==> src/rtl/uart_tx_arb_if.sv <==
`timescale 1ns/1ps
// uart_tx_arb_if: bundles the two requester byte streams and the UART
// register bus. The arbiter is the master; requesters plus UART form the slave.
interface uart_tx_arb_if;
  logic        req0_valid;
  logic [7:0]  req0_data;
  logic        req0_ready;
  logic        req1_valid;
  logic [7:0]  req1_data;
  logic        req1_ready;
  logic        ucs;
  logic        uwen;
  logic [3:0]  uaddr;
  logic [31:0] udin;
  logic [31:0] udout;

  modport master (
    input  req0_valid, req0_data, req1_valid, req1_data, udout,
    output req0_ready, req1_ready, ucs, uwen, uaddr, udin
  );

  modport slave (
    output req0_valid, req0_data, req1_valid, req1_data, udout,
    input  req0_ready, req1_ready, ucs, uwen, uaddr, udin
  );
endinterface

==> src/rtl/uart_tx_arb.sv <==
`timescale 1ns/1ps
// uart_tx_arb: configures the UART once after reset, then shares its
// transmitter between two byte-stream requesters with line-granular locking.
// Every data write is preceded by a status poll until TXE reads back as 1.
module uart_tx_arb #(
  parameter logic [3:0]  CFG_ADDR     = 4'd1,
  parameter logic [31:0] CFG_VAL      = 32'd3,
  parameter logic [3:0]  DATA_ADDR    = 4'd0,
  parameter logic [3:0]  STAT_ADDR    = 4'd3,
  parameter int          TXE_BIT      = 0,
  parameter logic [7:0]  EOL          = 8'h0a,
  parameter logic [15:0] LOCK_TIMEOUT = 16'd1000
) (
  input  logic          clk,
  input  logic          reset,
  uart_tx_arb_if.master bus,
  output logic [1:0]    grant,
  output logic          busy
);

  localparam logic [2:0] S_CFG   = 3'd0;
  localparam logic [2:0] S_IDLE  = 3'd1;
  localparam logic [2:0] S_POLL  = 3'd2;
  localparam logic [2:0] S_CHECK = 3'd3;
  localparam logic [2:0] S_WRITE = 3'd4;

  logic [2:0]  state_reg, state_next;
  logic [7:0]  byte_reg;
  logic        owner_reg;      // requester index of the byte in flight / lock owner
  logic        rr_reg;         // requester that wins an unlocked tie
  logic [1:0]  grant_reg;
  logic [15:0] idle_cnt_reg;
  logic        busy_reg;
  logic [3:0]  uaddr_reg;      // hold registers so the bus keeps its last value
  logic [31:0] udin_reg;

  logic        ucs_c, uwen_c;
  logic [3:0]  uaddr_c;
  logic [31:0] udin_c;

  logic        locked;
  logic        owner_valid;
  logic        win;
  logic        win_id;
  logic [7:0]  win_data;
  logic        accept;
  logic        timeout_hit;
  logic        txe;
  logic        unused_udout;

  assign locked       = |grant_reg;
  assign owner_valid  = owner_reg ? bus.req1_valid : bus.req0_valid;
  assign txe          = bus.udout[TXE_BIT];
  assign unused_udout = ^bus.udout;

  // Winner selection: a held lock always belongs to its owner; otherwise a lone
  // valid requester wins and a tie goes to the round-robin favourite.
  always_comb begin
    win    = 1'b0;
    win_id = rr_reg;
    if (locked) begin
      win_id = owner_reg;
      win    = owner_valid;
    end else if (bus.req0_valid && bus.req1_valid) begin
      win    = 1'b1;
      win_id = rr_reg;
    end else if (bus.req0_valid) begin
      win    = 1'b1;
      win_id = 1'b0;
    end else if (bus.req1_valid) begin
      win    = 1'b1;
      win_id = 1'b1;
    end
  end

  assign win_data       = win_id ? bus.req1_data : bus.req0_data;
  assign accept         = (state_reg == S_IDLE) && win && !reset;
  assign bus.req0_ready = accept && !win_id;
  assign bus.req1_ready = accept && win_id;
  assign timeout_hit    = (state_reg == S_IDLE) && locked && !owner_valid &&
                          (idle_cnt_reg >= LOCK_TIMEOUT);

  // Next-state logic; TXE=0 in CHECK sends us back to POLL without limit.
  always_comb begin
    state_next = state_reg;
    case (state_reg)
      S_CFG:   state_next = S_IDLE;
      S_IDLE:  state_next = win ? S_POLL : S_IDLE;
      S_POLL:  state_next = S_CHECK;
      S_CHECK: state_next = txe ? S_WRITE : S_POLL;
      S_WRITE: state_next = S_IDLE;
      default: state_next = S_CFG;
    endcase
  end

  // Bus drive decoded from state; reset forces the bus quiet so an in-flight
  // POLL or WRITE never pulses ucs while reset is held.
  always_comb begin
    ucs_c   = 1'b0;
    uwen_c  = 1'b0;
    uaddr_c = uaddr_reg;
    udin_c  = udin_reg;
    if (reset) begin
      uaddr_c = 4'd0;
      udin_c  = 32'd0;
    end else begin
      case (state_reg)
        S_CFG: begin
          ucs_c   = 1'b1;
          uwen_c  = 1'b1;
          uaddr_c = CFG_ADDR;
          udin_c  = CFG_VAL;
        end
        S_POLL: begin
          ucs_c   = 1'b1;
          uaddr_c = STAT_ADDR;
        end
        S_WRITE: begin
          ucs_c   = 1'b1;
          uwen_c  = 1'b1;
          uaddr_c = DATA_ADDR;
          udin_c  = {24'd0, byte_reg};
        end
        default: ;
      endcase
    end
  end

  assign bus.ucs   = ucs_c;
  assign bus.uwen  = uwen_c;
  assign bus.uaddr = uaddr_c;
  assign bus.udin  = udin_c;
  assign grant     = grant_reg;
  assign busy      = busy_reg;

  // State register, registered busy flag and bus hold registers.
  always_ff @(posedge clk) begin
    if (reset) begin
      state_reg <= S_CFG;
      busy_reg  <= 1'b1;
      uaddr_reg <= 4'd0;
      udin_reg  <= 32'd0;
    end else begin
      state_reg <= state_next;
      busy_reg  <= (state_next != S_IDLE);
      uaddr_reg <= uaddr_c;
      udin_reg  <= udin_c;
    end
  end

  // Byte capture, lock ownership, round-robin pointer and idle-timeout counter.
  always_ff @(posedge clk) begin
    if (reset) begin
      byte_reg     <= 8'd0;
      owner_reg    <= 1'b0;
      rr_reg       <= 1'b0;
      grant_reg    <= 2'b00;
      idle_cnt_reg <= 16'd0;
    end else begin
      if (state_reg == S_IDLE) begin
        if (win) begin
          byte_reg     <= win_data;
          owner_reg    <= win_id;
          idle_cnt_reg <= 16'd0;
        end else if (timeout_hit) begin
          grant_reg    <= 2'b00;
          rr_reg       <= ~owner_reg;
          idle_cnt_reg <= 16'd0;
        end else if (locked) begin
          idle_cnt_reg <= idle_cnt_reg + 16'd1;
        end
      end
      if (state_reg == S_WRITE) begin
        if (byte_reg == EOL) begin
          grant_reg <= 2'b00;
          rr_reg    <= ~owner_reg;
        end else begin
          grant_reg <= owner_reg ? 2'b10 : 2'b01;
        end
      end
    end
  end

endmodule

==> src/flat_wrapper.sv <==
// flat-port wrapper written by rule: the top's interface ports become plain ports
module uart_tx_arb_flat 
#(
  parameter logic [3:0]  CFG_ADDR     = 4'd1,
  parameter logic [31:0] CFG_VAL      = 32'd3,
  parameter logic [3:0]  DATA_ADDR    = 4'd0,
  parameter logic [3:0]  STAT_ADDR    = 4'd3,
  parameter int          TXE_BIT      = 0,
  parameter logic [7:0]  EOL          = 8'h0a,
  parameter logic [15:0] LOCK_TIMEOUT = 16'd1000
)
  (clk, reset, grant, busy, bus_req0_valid, bus_req0_data, bus_req1_valid, bus_req1_data, bus_udout, bus_req0_ready, bus_req1_ready, bus_ucs, bus_uwen, bus_uaddr, bus_udin);
  uart_tx_arb_if bus_i ();
  input  logic clk;
  input  logic reset;
  output logic [1:0] grant;
  output logic busy;
  input wire logic [$bits(bus_i.req0_valid)-1:0] bus_req0_valid;
  input wire logic [$bits(bus_i.req0_data)-1:0] bus_req0_data;
  input wire logic [$bits(bus_i.req1_valid)-1:0] bus_req1_valid;
  input wire logic [$bits(bus_i.req1_data)-1:0] bus_req1_data;
  input wire logic [$bits(bus_i.udout)-1:0] bus_udout;
  output wire logic [$bits(bus_i.req0_ready)-1:0] bus_req0_ready;
  output wire logic [$bits(bus_i.req1_ready)-1:0] bus_req1_ready;
  output wire logic [$bits(bus_i.ucs)-1:0] bus_ucs;
  output wire logic [$bits(bus_i.uwen)-1:0] bus_uwen;
  output wire logic [$bits(bus_i.uaddr)-1:0] bus_uaddr;
  output wire logic [$bits(bus_i.udin)-1:0] bus_udin;
  assign bus_i.req0_valid = bus_req0_valid;
  assign bus_i.req0_data = bus_req0_data;
  assign bus_i.req1_valid = bus_req1_valid;
  assign bus_i.req1_data = bus_req1_data;
  assign bus_i.udout = bus_udout;
  assign bus_req0_ready = bus_i.req0_ready;
  assign bus_req1_ready = bus_i.req1_ready;
  assign bus_ucs = bus_i.ucs;
  assign bus_uwen = bus_i.uwen;
  assign bus_uaddr = bus_i.uaddr;
  assign bus_udin = bus_i.udin;
  uart_tx_arb #(.CFG_ADDR(CFG_ADDR), .CFG_VAL(CFG_VAL), .DATA_ADDR(DATA_ADDR), .STAT_ADDR(STAT_ADDR), .TXE_BIT(TXE_BIT), .EOL(EOL), .LOCK_TIMEOUT(LOCK_TIMEOUT)) u_core (.clk(clk), .reset(reset), .bus(bus_i), .grant(grant), .busy(busy));
endmodule
==> config.mk <==
export PLATFORM = sky130hd
export DESIGN_NAME = uart_tx_arb_flat
export DESIGN_NICKNAME = d
export VERILOG_FILES = /design/src/rtl/uart_tx_arb_if.sv /design/src/rtl/uart_tx_arb.sv /design/src/flat_wrapper.sv
export SDC_FILE = /design/constraint.sdc
export NUM_CORES = 1
export LEC_CHECK = 0
export ABC_CLOCK_PERIOD_IN_PS = 2140
export BUFFER_PORTS_ARGS = -buffer_cell sky130_fd_sc_hd__buf_2
export CAP_MARGIN = 10
export CELL_PAD_IN_SITES_DETAIL_PLACEMENT = 0
export CELL_PAD_IN_SITES_GLOBAL_PLACEMENT = 1
export CORE_MARGIN = 10
export CORE_UTILIZATION = 38
export CTS_CLUSTER_DIAMETER = 120
export CTS_CLUSTER_SIZE = 24
export DETAILED_ROUTE_END_ITERATION = 8
export PLACE_DENSITY = 0.88
export SLEW_MARGIN = 20
export SYNTH_ARGS = -nofsm -noshare
export SYNTH_HDL_FRONTEND = slang
export SYNTH_SLANG_ARGS = --single-unit
==> constraint.sdc <==
create_clock -name clk -period 2.14 [get_ports clk]
set_clock_uncertainty 0.05 [all_clocks]
set_input_delay 0.107 -clock clk [delete_from_list [all_inputs] [get_ports clk]]
set_output_delay 0.107 -clock clk [all_outputs]
set_load 0.005 [all_outputs]
# After elaboration in Yosys (flattened, before gate mapping)
# Index checks and enable logic that the tools add are counted.
dict set report totals {
  register_bits 68
  inputBits 52
  output_inout_bits 43
  word_cells 75
}
dict set report op_classes {
  n_addsub 1
  order_cmp 1
  eq_ne 7
  n_mux 35
  bitwise_logic 1
  n_reduce_logical 21
}
# op count
set op_table {}
lappend op_table {{32-bit case mux with 2 select lines} 1}
lappend op_table {{16-bit two-way mux} 3}
lappend op_table {{32-bit two-way mux} 1}
lappend op_table {{1-bit two-way mux} 18}
lappend op_table {{16-bit by 1-bit adder with 16-bit output (second input constant)} 1}
lappend op_table {{16-bit by 10-bit >= comparator with 1-bit output (second input constant)} 1}
lappend op_table {{2-bit two-way mux} 7}
lappend op_table {{3-bit case mux with 4 select lines} 1}
lappend op_table {{4-bit case mux with 3 select lines} 1}
lappend op_table {{8-bit by 4-bit == test with 1-bit output (second input constant)} 1}
lappend op_table {{1-bit logical AND} 8}
lappend op_table {{8-bit two-way mux} 1}
lappend op_table {{3-bit by 2-bit == test with 1-bit output (second input constant)} 2}
lappend op_table {{4-bit two-way mux} 1}
lappend op_table {{2-bit AND reduction} 2}
lappend op_table {{2-bit nonzero test} 2}
lappend op_table {{2-bit OR reduction} 2}
lappend op_table {{3-bit by 1-bit == test with 1-bit output (second input constant)} 1}
lappend op_table {{3-bit == test (second input constant)} 1}
lappend op_table {{1-bit logical NOT} 3}
lappend op_table {{3-bit logical NOT} 1}
lappend op_table {{3-bit two-way mux} 1}
lappend op_table {{3-bit by 1-bit != test with 1-bit output (second input constant)} 1}
lappend op_table {{3-bit AND reduction} 1}
lappend op_table {{other kinds (4)} 4}

# Logic depth before layout (Yosys ltp)
# Gate-level depths: netlist of run 1.
dict set report logic_depth {
  ltp_word 9
  mapped_depth 7
  mapped_depth_nobuf 5
}

# Worst setup path before layout of run 1
# Ideal clock, no wire load.
dict set report synth_path {
  kind {register to register}
  startpoint {register u_core.state_reg[1]}
  endpoint {register u_core.idle_cnt_reg[13]}
  setup_ns 0.130
  arrival_time_ns 1.550
  required_ns 1.960
  path_slack_ns 0.411
  stages_incl_launch_ff 8
  path_buffers 3
  period_less_slack_ns 1.729
  cell_sequence {dfxtp_1 -> buf_6 -> or3b_1 -> buf_6 -> o21ai_1 -> o31a_1 -> buf_2 -> a21oi_1}
}
dict set report synth_via {
  elab_chain_len 6
  word_cells_on_any_way 8
  cone_classes {eq/ne (1); mux (2); reduce/logical (5)}
}
# item line_no
set synth_rtl {}
lappend synth_rtl {{start, declared} uart_tx_arb.sv:27} ;# logic [2:0] state_reg, state_next;
lappend synth_rtl {{start signal, assigned} uart_tx_arb.sv:144} ;# state_reg <= state_next;
lappend synth_rtl {{3-bit by 1-bit == test with 1-bit output *} {uart_tx_arb.sv:80, uart_tx_arb.sv:160}}
lappend synth_rtl {{1-bit logical AND (3 in series)} uart_tx_arb.sv:80} ;# assign timeout_hit = (state_reg == S_IDLE) && locked && !owner_valid &&
lappend synth_rtl {{3-bit nonzero test (no source line) or 16-bit two-way mux (tied branches)} -}
lappend synth_rtl {{2-bit AND reduction (no source line) or 16-bit two-way mux (tied branches)} -}
lappend synth_rtl {{end signal, assigned} uart_tx_arb.sv:170} ;# idle_cnt_reg <= idle_cnt_reg + 16'd1;
lappend synth_rtl {{end, declared} uart_tx_arb.sv:32} ;# logic [15:0] idle_cnt_reg;
# Every way passes the cells marked *; elsewhere a longest branch is shown, timed or not.
# A chain may end at the register's enable or synchronous reset.

# Worst setup path after layout of run 1
dict set report layout_path {
  startpoint {register u_core.grant_reg[0] (netlist: u_core.grant[0])}
  endpoint {output bus_req1_ready}
}
dict set report layout_via {
  elab_chain_len 5
  word_cells_on_any_way 6
  cone_classes {mux (2); reduce/logical (4)}
}
# item line_no
set layout_rtl {}
lappend layout_rtl {{start, declared} uart_tx_arb.sv:31} ;# logic [1:0] grant_reg;
lappend layout_rtl {{start signal, assigned} uart_tx_arb.sv:178} ;# grant_reg <= owner_reg ? 2'b10 : 2'b01;
lappend layout_rtl {{2-bit OR reduction *} uart_tx_arb.sv:51} ;# assign locked = |grant_reg;
lappend layout_rtl {{1-bit two-way mux} uart_tx_arb.sv:61} ;# if (locked) begin
lappend layout_rtl {{1-bit logical AND (2 in series)} uart_tx_arb.sv:77} ;# assign accept = (state_reg == S_IDLE) && win && !reset;
lappend layout_rtl {{1-bit logical AND *} uart_tx_arb.sv:79} ;# assign bus.req1_ready = accept && win_id;
lappend layout_rtl {{end, declared} flat_wrapper.sv:24} ;# output wire logic [$bits(bus_i.req1_ready)-1:0] bus_req1_ready;
# Marked as above.

==> results of run 1 <==
==> cells in the mapped netlist, types with 4 or more instances <==
cell / number
dfxtp_1: 68
and2_1: 50
a21oi_1: 21
nor2_1: 18
a22o_1: 16
clkbuf_1: 13
o21ai_0: 13
and3_1: 9
nand2_1: 9
inv_1: 8
mux2i_1: 8
a211oi_1: 5
nor2b_1: 5
nor3_1: 5
o41ai_1: 5
a311oi_1: 4
or3_1: 4
==> what timing repair did <==
action | in CTS | in global routing
hold endpoints to repair | 7 | 0
endpoints found under the setup margin | 1 | 6
gates cloned | 0 | 0
resized for setup | 1 | 4
hold buffers | 13 | 0
==> cell type report <==
class                           instances  area share (%)
Tap cell                              102            3.31
Clock inverter                          6            2.96
Sequential cell                        68            35.4
Clock buffer                            9            3.22
Timing Repair Buffer                   91            14.8
Multi-Input combinational cell        221            39.6
Inverter                                8           0.780
==> where the power goes <==
part | leakage [nW] | internal [mW] | switching (mW)
Sequential | 0.551 | 1.30 | 0.0275
Clock | 0.112 | 0.769 | 0.515
Combinational | 0.966 | 0.133 | 0.176
Total | 1.63 | 2.20 | 0.718
==> routing by layer <==
layer  track usage, %  up-vias  wire [um]
li1                 -     1310          -
met1             14.9     1213       3260
met2             19.8       75       3500
met3             5.07       16        497
met4             6.40        0        162
met5                0        -          0
==> final timing paths <==
| check | cells after the start | from | end | slack [ns] |
|---|---|---|---|---|
| min reg2reg | 1 | u_core.udin_reg[26]$_SDFF_PP0_ | u_core.udin_reg[26]$_SDFF_PP0_ | 0.40 |
| min | 3 | bus_req0_data[3] | u_core.byte_reg[3]$_SDFFE_PP0P_ | 0.03 |
| max | 5 | u_core.grant[0]$_SDFFE_PP0P_ | bus_req1_ready | 0.17 |
| max reg2reg | 5 | u_core.state_reg[1]$_SDFF_PP0_ | u_core.idle_cnt_reg[0]$_SDFFE_PP0P_ | 0.25 |
==> per-stage QoR <==
| step | area [um^2] | utilization [%] | instances | setup WS, ns |
|---|---|---|---|---|
| after global routing | 3850 | 49.8 | 505 | 0.00129 |
| after global placement | 3470 | 44.9 | 477 | 0.259 |
| after detailed placement | 3470 | 44.9 | 477 | 0.243 |
| after CTS | 3840 | 49.7 | 505 | 0.0257 |
| final | 3850 | 49.8 | 505 | 0.167 |
| after floorplan | 3020 | - | 319 | 0.411 |
==> worst max-delay path: stages, from the launching register on <==
cell	delay (ns)
dfxtp_1	0.38
or2_4	0.31
o31ai_2	0.24
buf_4	0.24
and3_1	0.18
buf_2	0.11
==> cells by family after synthesis <==
group           Yosys count  synth area share, %
flops                    68                 45.1
fa+ha+maj                 2                0.830
buf+inv                  30                 4.85
xor+xnor                  1                0.291
mux                      11                 3.86
compound gates           81                 19.3
simple gates            126                 25.7
==> results.ini, run 1 <==
[floorplan]
pin_count=95
die_x_um=109
rows=32
core-area_um2=7730
die_y_um=109
start_util_pct=39.0
die_area_um2=11900

[drt]
drcViolationCount=0
wl_per_cell_um=14.7
ant_nets=0
drtIter0Drc=127
vias_per_cell=5.18
wl_mm=7.42
vias=2614
dr.pass1.iters=4

[yosys]
synth_area_leader_cell=dfxtp_1
synth_cell_types=55
synth_seq_area_share_pct=45.1
synth_edf_count=0
synth_flop_cell=dfxtp_1
avgSynthCellArea_um2=9.45
synth_nets=373
ys.warnings.count=0
synth_area_um2=3020
synth_area_leaders=dfxtp_1 (45%), and2_1 (10%), a22o_1 (4.6%)
ys_ff_latch=68
syn_inst=319
synth_top_area_share_pct=45.1
async_flop_share_pct=0

[grt]
track_usage_pct=12.7
grt_start_max_net_pins=65
grt_antenna_before_repair=0
grt_pass1_wl_mm=12.2
grt_pass1_vias=2547
overflow=0

[timing]
timing.slew.headroom_pct=67.3
slew_viol_final=0
rsz0062_at_grt=no
fmax_mhz=507
finalWorstPathRequiredPeriod_ns=1.97
worst_hold_slack_ns=0.0302
worstMarginPinSlew_ns=0.486
tns_ns=0
finalSetupViolCount=0
hold_viol=0
fin_crit_sh_pct=92.2

[placed_design]
portBuffers=63
place_congestion=0.803
dp_hpwl_mm=5.07

[finish]
finalNetCount=453
layout-drive-gt1-share_pct=27.5
areaGrowthSynthToFinish_pct=27.7
multi_input_area_um2=1520
n_fill_cell=719
layout_commonest_cell=dfxtp_1
regArea_um2=1360
layout_common_cells=dfxtp_1 (68), buf_2 (63), and2_1 (50)
diodes=0
largest_register_ff_count=32

[power]
peakVddDrop_uv=477
power_density_nw_per_um2=759
total_power_mw=2.92
leakagePower_nw=1.63

[critical_path]
cp-start-kind=register
crit_arrival_ns=1.82
crit_fanout=11
setup.worst_path.end_class=primary output
worstPathRequired_ns=1.98
critical_path_class=register to primary output

[worst_hold_path]
worstHoldPathType=input port to register

[clock_network]
clock_latency_ns=0.34
cts_tree=built
tritoncts_num_sinks=68
cts_setup_buffers=0
cts_max_level=3
clockBufferDepth=2
path_clk_slew_ns=0.08
clockRootBuffer=clkbuf_8
cts_made_buffers=9

[outcome]
status=finished, final reports clean

[run]
drv_cap=0

Note: power is estimated with default switching activity, not from simulation.
==> run 2: changes to the inputs <==
--- a/config.mk
+++ b/config.mk
@@ -7,15 +7,15 @@
 export LEC_CHECK = 0
 export ABC_CLOCK_PERIOD_IN_PS = 2140
 export BUFFER_PORTS_ARGS = -buffer_cell sky130_fd_sc_hd__buf_2
-export CAP_MARGIN = 10
+export CAP_MARGIN = 15
 export CELL_PAD_IN_SITES_DETAIL_PLACEMENT = 0
 export CELL_PAD_IN_SITES_GLOBAL_PLACEMENT = 1
 export CORE_MARGIN = 10
-export CORE_UTILIZATION = 38
+export CORE_UTILIZATION = 24
 export CTS_CLUSTER_DIAMETER = 120
 export CTS_CLUSTER_SIZE = 24
 export DETAILED_ROUTE_END_ITERATION = 8
-export PLACE_DENSITY = 0.88
+export PLACE_DENSITY = 0.63
 export SLEW_MARGIN = 20
 export SYNTH_ARGS = -nofsm -noshare
 export SYNTH_HDL_FRONTEND = slang
==> run 2 against run 1 <==
Effect of this change:
- critical path depth is the same
- sequential share of layout area shrank 0.45 points
- maximum frequency shrank 1.3%
- combinational power shrank 6%
- design area grew 1.3%
- setup slack lost 0.027 ns
- hold slack lost 0.017 ns
- sequential power is essentially flat
- sequential cell count is the same
- wire length shrank 1.4%
- critical endpoint unchanged
- highest routed layer unchanged
==> results.ini, run 2 (synthesis gave the netlist of run 1 again) <==
[critical_path]
setup.worst_path.end_class=primary output
crit_fanout=11  ; unchanged
worstPathRequired_ns=1.98  ; about the same
cp-start-kind=register
critical_path_class=register to primary output
crit_arrival_ns=1.84  ; +0.02 ns

[clock_network]
cts_max_level=3  ; unchanged
cts_tree=built
tritoncts_num_sinks=68  ; unchanged
cts_made_buffers=9  ; unchanged
clock_latency_ns=0.33  ; about the same
path_clk_slew_ns=0.05  ; -0.03 ns
cts_setup_buffers=0  ; unchanged
clockBufferDepth=2  ; unchanged
clockRootBuffer=clkbuf_16

[drt]
ant_nets=0  ; unchanged
dr.pass1.iters=4  ; unchanged
wl_mm=7.32  ; -1.4%
vias_per_cell=4.47  ; -14%
wl_per_cell_um=13.0  ; -11%
vias=2508  ; -4.1%
drtIter0Drc=116  ; -8.7%
drcViolationCount=0  ; unchanged

[worst_hold_path]
worstHoldPathType=input port to register

[finish]
layout_commonest_cell=dfxtp_1
layout-drive-gt1-share_pct=28.2  ; +0.70 points
n_fill_cell=1292  ; +80%
multi_input_area_um2=1520  ; -0.33%
largest_register_ff_count=32  ; unchanged
design_area_um2=3900  ; +1.3%
layout_common_cells=dfxtp_1 (68), buf_2 (63), and2_1 (50)
diodes=0  ; unchanged
finalNetCount=442  ; -2.4%
areaGrowthSynthToFinish_pct=29.3
regArea_um2=1360  ; unchanged

[floorplan]
die_area_um2=17400  ; +47%
start_util_pct=24.8  ; -14 points
die_x_um=132  ; +21%
core-area_um2=12200  ; +57%
rows=40  ; +25%
pin_count=95  ; unchanged
die_y_um=132  ; +21%

[timing]
tns_ns=0  ; unchanged
finalWorstPathRequiredPeriod_ns=2.00  ; +0.0269 ns
hold_viol=0  ; unchanged
finalWorstSetupSlack_ns=0.140  ; -0.0269 ns
fmax_mhz=500  ; -1.3%
timing.slew.headroom_pct=63.6  ; -3.8 points
finalSetupViolCount=0  ; unchanged
worstMarginPinSlew_ns=0.539  ; +0.0532 ns
rsz0062_at_grt=no
slew_viol_final=0  ; unchanged
fin_crit_sh_pct=93.5  ; +1.3 points

[power]
clockPowerShare_pct=49.0  ; +5.0 points
power_density_nw_per_um2=815  ; +7.4%
p_sw_mw=0.730  ; +1.6%
p_sw_share_pct=23.0  ; -1.6 points
peakVddDrop_uv=292  ; -39%
power_frac_comb_pct=9.2  ; -1.4 points
p_seq_share_pct=41.8  ; -3.6 points
p_int_mw=2.45  ; +11%
leakagePower_nw=1.63  ; about the same

[placed_design]
place_congestion=0.789  ; -1.8%
portBuffers=63  ; unchanged
placed_cell_area_um2=3560  ; +2.6%
dp_hpwl_mm=5.50  ; +8.3%
place_ws_ns=0.194  ; -0.0493 ns

[grt]
overflow=0  ; unchanged
grt_start_max_net_pins=65  ; unchanged
track_usage_pct=8.77  ; -4.0 points
grt_pass1_vias=2487  ; -2.4%
grt_pass1_wl_mm=12.5  ; +2.5%
grt_antenna_before_repair=0  ; unchanged

[run]
drv_cap=0  ; unchanged

[outcome]
status=finished, final reports clean

[run 2: cell types whose count changed in the layout (fill, tap and decap cells not counted), sizes merged]
cell         change
buf              +1
bufinv           -2
clkbuf           +4
clkinvlp         -1
dlygate4sd3     -12
[run 2: repair_timing]
item	4_1_cts	5_1_grt
gates resized for setup	0	3
hold buffers	1	0
endpoints found under the setup margin	0	6
endpoints found under the hold margin	1	0
[run 2: final timing paths]
kind	start	to	slack [ns]	cells past startpoint
worst min register to register	u_core.udin_reg[28]$_SDFF_PP0_	u_core.udin_reg[28]$_SDFF_PP0_	0.39	1
worst max-delay path	u_core.grant[0]$_SDFFE_PP0P_	bus_req1_ready	0.14	5
worst min-delay path	bus_req0_data[1]	u_core.byte_reg[1]$_SDFFE_PP0P_	0.01	3
worst max register to register	u_core.byte_reg[4]$_SDFFE_PP0P_	u_core.rr_reg$_SDFF_PP0_	0.18	4
[run 2: metal layers]
layer	GRT usage [%]	part of all wire (%)	up-vias	routed length (um)
met2	13.5	45	54	3290
met1	10.5	47	1151	3470
met3	2.40	5.0	13	364
met4	5.56	2.7	0	199
met5	0	0	-	0
li1	-	-	1290	-
[run 2: final cells by class]
type	count	area share (%)
clock buffers	13	7.19
clock inverters	3	1.09
inverters	8	0.770
multi-input cells	221	38.9
flip-flops and latches	68	34.9
well taps	168	5.39
repair buffers	80	11.7
[run 2: stage by stage]
step	power, mW	hold WS [ns]	instances	utilization, %
global route	3.33	0.0106	561	32.1
finish	3.18	0.0129	561	32.1
detailed placement	1.64	0.352	544	29.3
CTS	3.23	0.000360	561	32.0
floorplan	1.54	0.199	319	-
global placement	1.64	0.343	544	29.3
[run 2: critical path: stages (launching register included)]
cell and delay (ns):
dfxtp_1 0.37, or2_1 0.35, o31ai_2 0.26, buf_4 0.25, and3_1 0.18, buf_2 0.11
[run 2: power groups by stage]
stage	Sequential (mW)	Clock [mW]	Combinational (mW)
2_1_floorplan	1.35	0	0.195
3_3_place_gp	1.35	0	0.287
3_5_place_dp	1.35	0	0.288
4_1_cts	1.33	1.61	0.291
5_1_grt	1.33	1.67	0.331
6_report	1.33	1.56	0.292
